`src/rtl/frame_rx.sv`:
```
// Framed byte-stream receiver: strips preamble/SFD, streams a length-prefixed payload,
// verifies the additive checksum and keeps saturating good/bad frame counters.
module frame_rx #(
   parameter int MIN_PRE = 7,
   parameter int MAX_LEN = 255,
   parameter int CNT_W   = 16
) (
   input  logic             clk,
   input  logic             rst,
   input  logic             rx_dv,
   input  logic [7:0]       rxd,
   output logic             out_valid,
   output logic [7:0]       out_data,
   output logic             out_last,
   output logic             frame_good,
   output logic             frame_bad,
   output logic [1:0]       err_code,
   output logic [CNT_W-1:0] good_cnt,
   output logic [CNT_W-1:0] bad_cnt
);

   typedef enum logic [2:0] {
      ST_IDLE,
      ST_PRE,
      ST_LEN,
      ST_PAY,
      ST_CHK,
      ST_DROP
   } state_t;

   state_t     state, state_n;
   logic [3:0] pre_cnt, pre_cnt_n;
   logic [7:0] len_q, len_n;
   logic [7:0] sum_q, sum_n;
   logic [7:0] cnt_q, cnt_n;
   logic       valid_n, last_n, good_n, bad_n;
   logic [7:0] data_n;
   logic [1:0] err_n;

   always_ff @(posedge clk or posedge rst) begin
      if (rst) begin
         state      <= ST_IDLE;
         pre_cnt    <= '0;
         len_q      <= '0;
         sum_q      <= '0;
         cnt_q      <= '0;
         out_valid  <= 1'b0;
         out_data   <= '0;
         out_last   <= 1'b0;
         frame_good <= 1'b0;
         frame_bad  <= 1'b0;
         err_code   <= '0;
      end else begin
         state      <= state_n;
         pre_cnt    <= pre_cnt_n;
         len_q      <= len_n;
         sum_q      <= sum_n;
         cnt_q      <= cnt_n;
         out_valid  <= valid_n;
         out_data   <= data_n;
         out_last   <= last_n;
         frame_good <= good_n;
         frame_bad  <= bad_n;
         err_code   <= err_n;
      end
   end

   always_comb begin
      state_n   = state;
      pre_cnt_n = pre_cnt;
      len_n     = len_q;
      sum_n     = sum_q;
      cnt_n     = cnt_q;
      valid_n   = 1'b0;
      data_n    = out_data;
      last_n    = 1'b0;
      good_n    = 1'b0;
      bad_n     = 1'b0;
      err_n     = err_code;
      if (!rx_dv) begin
         // Gap inside a frame is a truncation; a gap anywhere else just re-arms.
         state_n = ST_IDLE;
         if (state inside {ST_PRE, ST_LEN, ST_PAY, ST_CHK}) begin
            bad_n = 1'b1;
            err_n = 2'd2;
         end
      end else begin
         case (state)
            ST_IDLE: begin
               if (rxd == 8'h55) begin
                  state_n   = ST_PRE;
                  pre_cnt_n = 4'd1;
               end else begin
                  state_n = ST_DROP;
               end
            end
            ST_PRE: begin
               if (rxd == 8'h55) begin
                  if (pre_cnt != 4'hF) pre_cnt_n = pre_cnt + 4'd1;
               end else if (rxd == 8'hD5 && int'(pre_cnt) >= MIN_PRE) begin
                  state_n = ST_LEN;
               end else begin
                  state_n = ST_DROP;
                  bad_n   = 1'b1;
                  err_n   = 2'd1;
               end
            end
            ST_LEN: begin
               len_n = rxd;
               sum_n = rxd;
               cnt_n = '0;
               if (int'(rxd) > MAX_LEN) begin
                  state_n = ST_DROP;
                  bad_n   = 1'b1;
                  err_n   = 2'd1;
               end else if (rxd == 8'h00) begin
                  state_n = ST_CHK;
               end else begin
                  state_n = ST_PAY;
               end
            end
            ST_PAY: begin
               valid_n = 1'b1;
               data_n  = rxd;
               sum_n   = sum_q + rxd;
               cnt_n   = cnt_q + 8'd1;
               if (cnt_q + 8'd1 == len_q) begin
                  last_n  = 1'b1;
                  state_n = ST_CHK;
               end
            end
            ST_CHK: begin
               state_n = ST_DROP;
               if (rxd == sum_q) begin
                  good_n = 1'b1;
               end else begin
                  bad_n = 1'b1;
                  err_n = 2'd3;
               end
            end
            default: state_n = ST_DROP;
         endcase
      end
   end

   always_ff @(posedge clk or posedge rst) begin
      if (rst) begin
         good_cnt <= '0;
         bad_cnt  <= '0;
      end else begin
         if (good_n && good_cnt != '1) good_cnt <= good_cnt + 1'b1;
         if (bad_n && bad_cnt != '1)   bad_cnt  <= bad_cnt + 1'b1;
      end
   end

endmodule

```
`config.mk`:
```
export PLATFORM = sky130hd
export DESIGN_NAME = frame_rx
export DESIGN_NICKNAME = d
export VERILOG_FILES = /design/src/rtl/frame_rx.sv
export SDC_FILE = /design/constraint.sdc
export NUM_CORES = 1
export LEC_CHECK = 0
export ABC_AREA = 1
export CAP_MARGIN = 15
export CORE_MARGIN = 10
export CORE_UTILIZATION = 32
export DETAILED_ROUTE_END_ITERATION = 10
export PLACE_DENSITY = 0.48
export SYNTH_ARGS = -nofsm -noshare
export SYNTH_HDL_FRONTEND = slang
export SYNTH_SLANG_ARGS = --single-unit
```
`constraint.sdc`:
```
create_clock -name clk -period 3.8 [get_ports clk]
set_clock_uncertainty 0.15 [all_clocks]
set_input_delay 0.76 -clock clk [delete_from_list [all_inputs] [get_ports clk]]
set_output_delay 0.76 -clock clk [all_outputs]
set_load 0.01 [all_outputs]
```
# After elaboration in Yosys (flattened, before gate mapping)
# Index checks and enable logic that the tools add are counted.
[op_classes]
n_addsub = 5
n_mul = 0
div_mod_pow = 0
n_lt_le_gt_ge = 1
n_eq_ne = 19
shift = 0
muxes = 33
bitwise = 0
n_reduce_logical = 15
[ops]
columns = ["op", "n"]
rows = [
  ["$add A16 B1 Y16 const B", 2],
  ["$ne A16 B16 Y1 const B", 2],
  ["$pmux W8 S2", 2],
  ["$mux W3", 6],
  ["$eq A8 B8 Y1", 2],
  ["$mux W1", 13],
  ["$mux W4", 3],
  ["$pmux W3 S4", 1],
  ["$mux W2", 5],
  ["$reduce_and A5 Y1", 2],
  ["$ne A3 B3 Y1 const B", 3],
  ["$add A8 B1 Y8 const B", 1],
  ["$add A8 B8 Y8", 1],
  ["$eq A8 B7 Y1 const B", 1],
  ["$eq A8 B8 Y1 const B", 1],
  ["$logic_not A8 Y1", 1],
  ["$pmux W4 S2", 1],
  ["$reduce_and A2 Y1", 4],
  ["$eq A3 B2 Y1 const B", 2],
  ["$reduce_bool A2 Y1", 3],
  ["$add A4 B1 Y4 const B", 1],
  ["$ge A4 B3 Y1 const B", 1],
  ["$ne A2 B1 Y1 const B", 2],
  ["$ne A4 B4 Y1 const B", 1],
  ["other kinds (10)", 12],
]
[word_totals]
regBits = 77
latch_bits = 0
ramBits = 0
mem_bits_ro = 0
in_bits = 11
out_inout_bits = 46
word_cells = 86
memories = 0

# Depth between registers and ports, before layout
# Gate-level depths: netlist (run 1).
[logic_depth]
ltp_word = 7
ltp_mapped = 13
ltp_nobuf = 13

# Worst setup path before layout (run 1)
# No wires, ideal clock.
[synth_path]
kind = "input -> register"
from = "input rxd[0]"
to = "register sum_q[6]"
setup_ns = 0.123
arrival_time_ns = 2.034
path_slack_ns = 1.493
cell_stages = 11
path_buffers = 0
cell_sequence = "ha_1 inv_1 fa_1 o21ai_0 nand2_1 nand2_1 nand2_1 nand2_1 nor2_1 o21ai_0 nand2_1"
[synth_between]
elab_chain_cells = 2
[synth_lines]
columns = ["element", "line", "source"]
rows = [
  ["from (decl)", "11", "input logic [7:0] rxd,"],
  ["$add A8 B8 Y8", "125", "sum_n = sum_q + rxd;"],
  ["$pmux W8 S2", "88", "case (state)"],
  ["to (signal assigned)", "57", "sum_q <= sum_n;"],
  ["to (decl)", "34", "logic [7:0] sum_q, sum_n;"],
]
# No other way between the ends.
# A chain may end at the register's enable or synchronous reset.

# Worst setup path in the final report (run 1)
[layout_path]
from = "input rxd[2]"
to = "register good_cnt[5]"
[layout_between]
elab_chain_cells = 5
[layout_lines]
columns = ["element", "line", "source"]
rows = [
  ["$eq A8 B8 Y1", "134", "if (rxd == sum_q) begin"],
  ["$mux W1", "134", ""],
  ["$mux W1", "88", ""],
  ["$mux W1", "80", "if (!rx_dv) begin"],
  ["$logic_and A1 B1 Y1", "151", "if (good_n && good_cnt != '1) good_cnt <= good_cnt + 1'b1;"],
  ["to (signal assigned)", "151", ""],
  ["to (decl)", "18", "output logic [CNT_W-1:0] good_cnt,"],
]
# No other way between the ends.

==> impl_metrics.yaml, run 1 <==
setup_path:
  r2r-start: "sum_q[2]"
  worstSetupPathType: "primary input to flop"
  cp.required_ps: 3920
  cp_data_arrival_time_ps: 3160
  critPathMaxFanout: 24
  slowest_delay_ps: 560
  r2r_end: "good_cnt[5]"
  end_kind: "flop"
  startpoint_type: "primary input"
  path_cells: "clkdlybuf4s50_1, ha_1, nor2_1, nand2_1, nor2_1, nand2_1, inv_1, nand3_2, nor2_4, o21ai_0, o21ai_2"
  rr_worst_depth: 10
  ff2ff_setup_slack_ps: 1300
  cp_top_family: "simple AND/OR/NAND/NOR gates"
  cp_slowest_cell: "nor2_4"
  crit_buf_inv: 2
placed_design:
  portBuffers: 56
  hpwl_um: 8540
  place_congestion: 0.824
sta:
  fmax_mhz: 329
  fin_crit_ps: 3040
  finalSetupTns_ps: 0
  rsz0062_at_grt: "false"
  slew_viol_final: 0
  timing.slew.headroom: 0.425
  setup_violations: 0
  hold_viol_final: 0
  period_share: 0.801
  tightestPinTransition_ps: 860
hold_path:
  holdCritPathClass: "flop to flop"
  hold_start: "sum_q[6]"
  hold_end: "sum_q[6]"
  hold_path_depth: 2
cts:
  cts_resized: 0
  clock_path_buffers: 2
  cts_made_buffers: 9
  hold_buffers: 0
  cts_setup_buffers: 0
  cts_tree: "done"
  clkSlewWorstSetupHoldPaths_ps: 70
  cts-root-buf: "clkbuf_16"
  clkLatencyLatePin_ps: 340
  clock_sinks: 77
  htree_levels: 3
logic_synthesis:
  synth-edff-count: 0
  synth_top_area_frac: 0.422
  synth_top_area_cell: "dfrtp_1"
  yosysUniqueCellTypes: 37
  yosysWarnings: 0
  ys_async_sr_fraction: 1.00
  yosysMostFrequentCell: "nand2_1"
  syn_area_per_cell_sq_um: 7.73
  synthFlopType: "dfrtp_1"
  synth_common_cells: "nand2_1 (173), dfrtp_1 (77), inv_1 (69)"
  syn_area_sq_um: 4560
  synth_nets: 613
  synthCells: 590
  synth_seq_area_share: 0.422
  synth_area_leaders: "dfrtp_1 (42%), nand2_1 (14%), inv_1 (5.7%), nand3_1 (5.5%), xor2_1 (4.0%)"
  ys_seq_elements: 77
route:
  wl_per_cell_um: 13.9
  postRouteAntennaNets: 0
  drc_errors: 0
  drt_first_pass_iters: 6
  drt_iter0_drc: 233
  routed_via_density: 4.77
  wirelength_um: 11600
  vias: 3969
finish:
  drive_above_1_share: 0.0844
  diodes: 0
  fin_util: 0.400
  nets: 670
  synthToLayoutAreaGrowth_pct: 22.4
grt:
  grt_overflow_total: 0
  grtUsageTotal: 0.122
  antenna_found_initial: 0
  grt_pass1_wl_um: 19900
  grt_max_degree: 78
  first_global_vias: 3951
pwr:
  p_per_area_nw_per_um2: 387
  peakVddDrop_mv: 0.232
  power.leakage_nw: 2.65
floorplan:
  rows: 43
  die-area_sq_um: 19400
  die_height_um: 139
  io_pins: 57
  start_util: 0.327
  die_w_um: 139
  core_sq_um: 13900
run_status:
  outcome: "complete, no violations"
flow_run:
  max_cap_violations: 0
-- how the worst max path moves through the flow --
stage / slack [ps] / depth (start not counted) / startpoint / end
global route: 450 / 11 / rxd[2] / good_cnt[5]
CTS: 730 / 11 / rxd[2] / good_cnt[5]
finish: 760 / 11 / rxd[2] / good_cnt[5]
floorplan: 920 / 1 / rst / bad_cnt[0]
detailed placement: 370 / 11 / rxd[2] / good_cnt[5]
global placement: 440 / 11 / rxd[2] / good_cnt[5]
-- layer usage --
layer / track usage / part of all wire / wire length [um]
met4: 0.0439 / 0.014 / 162
met5: 0 / 0 / 0
met1: 0.155 / 0.48 / 5520
met3: 0.0367 / 0.055 / 635
met2: 0.191 / 0.46 / 5280
-- worst min-delay path: stages (launching register included) --
cell	delay, ps
dfrtp_1	350
nand2_1	50
nand2_1	60
-- registers in the layout, summed over array words and instances, names as in the netlist --
signal / flops
good_cnt: 16
bad_cnt: 16
err_code: 2
frame_good: 1
sum_q: 8
len_q: 8
pre_cnt: 4
out_data: 8
cnt_q: 8
state: 3
out_last: 1
frame_bad: 1
out_valid: 1
-- kinds of logic (layout without fill, tap and decap cells) --
family          count (synthesis)  count (layout)  share of synthesized area
simple gates                  302             302                      0.296
buf+inv                        89             151                     0.0809
flops                          77              77                      0.422
compound gates                 74              74                     0.0955
xor+xnor                       36              36                     0.0708
fa+ha+maj                      12              12                     0.0346
-- stage by stage --
step	cell area, sq um	worst slack (ps)	hold WS, ps	cells	total power, W
after detailed placement	5300	374	324	816	0.00137
after global routing	5580	447	372	832	0.00229
after CTS	5580	727	340	832	0.00220
after floorplan	4560	923	303	590	0.00119
final	5580	756	338	832	0.00216
after global placement	5300	441	323	816	0.00136
-- report_power, final --
group	internal (W)	total, W	switching, W
combinational	0.000184	0.000402	0.000219
clock	0.000458	0.000814	0.000356
sequential	0.000878	0.000945	0.0000668
-- layout make-up --
| type | count | area (sq um) |
|---|---|---|
| fillers | 1422 | 8350 |
| multi-input cells | 424 | 2260 |
| flip-flops and latches | 77 | 1930 |
| repair buffers | 60 | 603 |
| inverters | 75 | 283 |
| clock buffers | 10 | 239 |
| well taps | 180 | 225 |
| clock inverters | 6 | 38.8 |
-- cell usage in the layout (no fill, tap or decap), types with 2 or more instances in the layout --
master,instances
a21oi_1,7
buf_4,3
clkbuf_16,9
clkdlybuf4s50_1,56
clkinv_2,4
clkinvlp_4,2
dfrtp_1,77
ha_1,11
inv_1,68
inv_2,6
nand2_1,173
nand2_2,4
nand3_1,50
nand3b_1,4
nand4_1,10
nor2_1,34
nor2_2,4
nor2_4,4
nor3_1,13
o211ai_1,6
o21ai_0,32
o21ai_1,12
o21ai_2,9
o22ai_1,5
xnor2_1,14
xor2_1,21
Power figures use the tool's default switching activity.
==> run 2: changes to the inputs <==
==> constraint.sdc (replaced) <==
create_clock -name clk -period 3 [get_ports clk]
set_clock_uncertainty 0.15 [all_clocks]
set_input_delay 0.6 -clock clk [delete_from_list [all_inputs] [get_ports clk]]
set_output_delay 0.6 -clock clk [all_outputs]
set_load 0.01 [all_outputs]
==> impl_metrics.yaml, run 2 (synthesized netlist as in run 1, its figures left out) <==
sta:
  finalSetupTns_ps: 0
  tightestPinTransition_ps: 684
  timing.slew.headroom: 0.544
  slew_viol_final: 0
  hold_ws_ps: 337
  fin_crit_ps: 2560
  period_share: 0.855
  rsz0062_at_grt: "false"
  fin_ws_ps: 436
  setup_violations: 0
  hold_viol_final: 0
  fmax_mhz: 390
cts:
  hold_buffers: 0
  clock_path_buffers: 2
  cts-root-buf: "clkbuf_16"
  cts_made_buffers: 9
  cts_resized: 0
  clock_sinks: 77
  cts_setup_buffers: 0
  htree_levels: 3
  cts_tree: "done"
  clkSlewWorstSetupHoldPaths_ps: 60
  clkLatencyLatePin_ps: 340
setup_path:
  path_cells: "clkdlybuf4s50_1, ha_1, inv_1, fa_1, o21ai_0, nand2_1, nand2_1, nand2_1, nand2_1, nor2_1, o21ai_0, nand2_1"
  end_kind: "flop"
  slowest_delay_ps: 550
  worstSetupPathType: "primary input to flop"
  cp.required_ps: 3080
  critPathMaxFanout: 4
  startpoint_type: "primary input"
  crit_top_cell: "nand2_1"
  cp_data_arrival_time_ps: 2640
  cp_slowest_cell: "clkdlybuf4s50_1"
floorplan:
  start_util: 0.327
  die_height_um: 139
  core_sq_um: 13900
  die_w_um: 139
  io_pins: 57
  rows: 43
  die-area_sq_um: 19400
placed_design:
  placedCellCount: 825
  hpwl_um: 8840
  place_ws_ps: 81.1
  place_congestion: 0.855
  portBuffers: 56
flow_run:
  max_cap_violations: 0
route:
  routed_via_density: 4.78
  drc_errors: 0
  wirelength_um: 11600
  drt_iter0_drc: 250
  wl_per_cell_um: 13.8
  vias: 4018
  drt_first_pass_iters: 4
  postRouteAntennaNets: 0
finish:
  final_common_cell: "nand2_1"
  nets: 679
  synthToLayoutAreaGrowth_pct: 24.9
  layout_common_cells: "nand2_1 (173), dfrtp_1 (77), inv_1 (68), clkdlybuf4s50_1 (56), nand3_1 (50)"
  final_cells: 841
  diodes: 0
  reg_top3: "bad_cnt (16), good_cnt (16)"
  drive_above_1_share: 0.0953
pwr:
  p_sw_frac: 0.279
  p_per_area_nw_per_um2: 503
  p_comb_frac: 0.181
  power.leakage_nw: 2.72
  seqPwrFrac: 0.417
  clkPwrFrac: 0.402
  peakVddDrop_mv: 0.403
  switchingPower_w: 0.000798
  p_int_w: 0.00206
grt:
  grt_max_degree: 39
  grt_overflow_total: 0
  grt_pass1_wl_um: 19600
  antenna_found_initial: 0
  grtUsageTotal: 0.122
  first_global_vias: 4028
hold_path:
  holdCritPathClass: "flop to flop"
run_status:
  outcome: "complete, no violations"
-- run 2: cell count changes in the layout (fill, tap and decap cells not counted), sizes merged --
cell,previous run,this run
clkinv,5,2
clkinvlp,2,1
buf,4,13
clkbuf,10,13
bufinv,0,1
-- run 2: routing by layer --
layer | part of all wire | track usage | vias to the layer above | wire, um
li1 | - | - | 2030 | -
met1 | 0.46 | 0.144 | 1910 | 5370
met2 | 0.47 | 0.199 | 65 | 5420
met3 | 0.057 | 0.0500 | 13 | 664
met4 | 0.013 | 0.0335 | 0 | 146
met5 | 0 | 0 | - | 0
-- run 2: worst paths after layout --
| check | from | to | slack [ps] | cells after the start |
|---|---|---|---|---|
| setup / recovery | rxd[0] | sum_q[6] | 440 | 12 |
| hold / removal | sum_q[3] | sum_q[3] | 340 | 2 |
| setup reg to reg | bad_cnt[0] | bad_cnt[0] | 800 | 9 |
| hold reg to reg | sum_q[3] | sum_q[3] | 340 | 2 |
| max in group asynchronous | rst | sum_q[5] | 1580 | 3 |
| min in group asynchronous | rst | bad_cnt[4] | 510 | 2 |
-- run 2: power groups by stage --
stage / logic [W] / registers (W) / clock network, W
after floorplan: 0.000285 / 0.00122 / 0
after CTS: 0.000531 / 0.00119 / 0.00119
after global routing: 0.000583 / 0.00121 / 0.00124
after detailed placement: 0.000528 / 0.00121 / 0
after global placement: 0.000525 / 0.00121 / 0
final: 0.000518 / 0.00119 / 0.00115
-- run 2: critical path, delay by kind of cell --
kind,cells,cell delay (ps)
and+or+nand+nor,6,370
buffers and inverters,2,600
adders and majority gates,2,590
AOI/OAI and AO/OA,2,460
-- run 2: metrics by stage --
step | instance area (sq um) | util | total power (W)
floorplan | 4560 | - | 0.00151
global placement | 5380 | 0.386 | 0.00174
detailed placement | 5380 | 0.386 | 0.00174
CTS | 5700 | 0.409 | 0.00291
global route | 5700 | 0.409 | 0.00303
finish | 5700 | 0.409 | 0.00286
-- run 2: layout make-up --
cell class	count	area (sq um)
Fill cell	1422	8240
Tap cell	180	225
Sequential cell	77	1930
Multi-Input combinational cell	424	2260
Inverter	75	283
Clock inverter	3	42.5
Timing Repair Buffer	69	683
Clock buffer	13	270
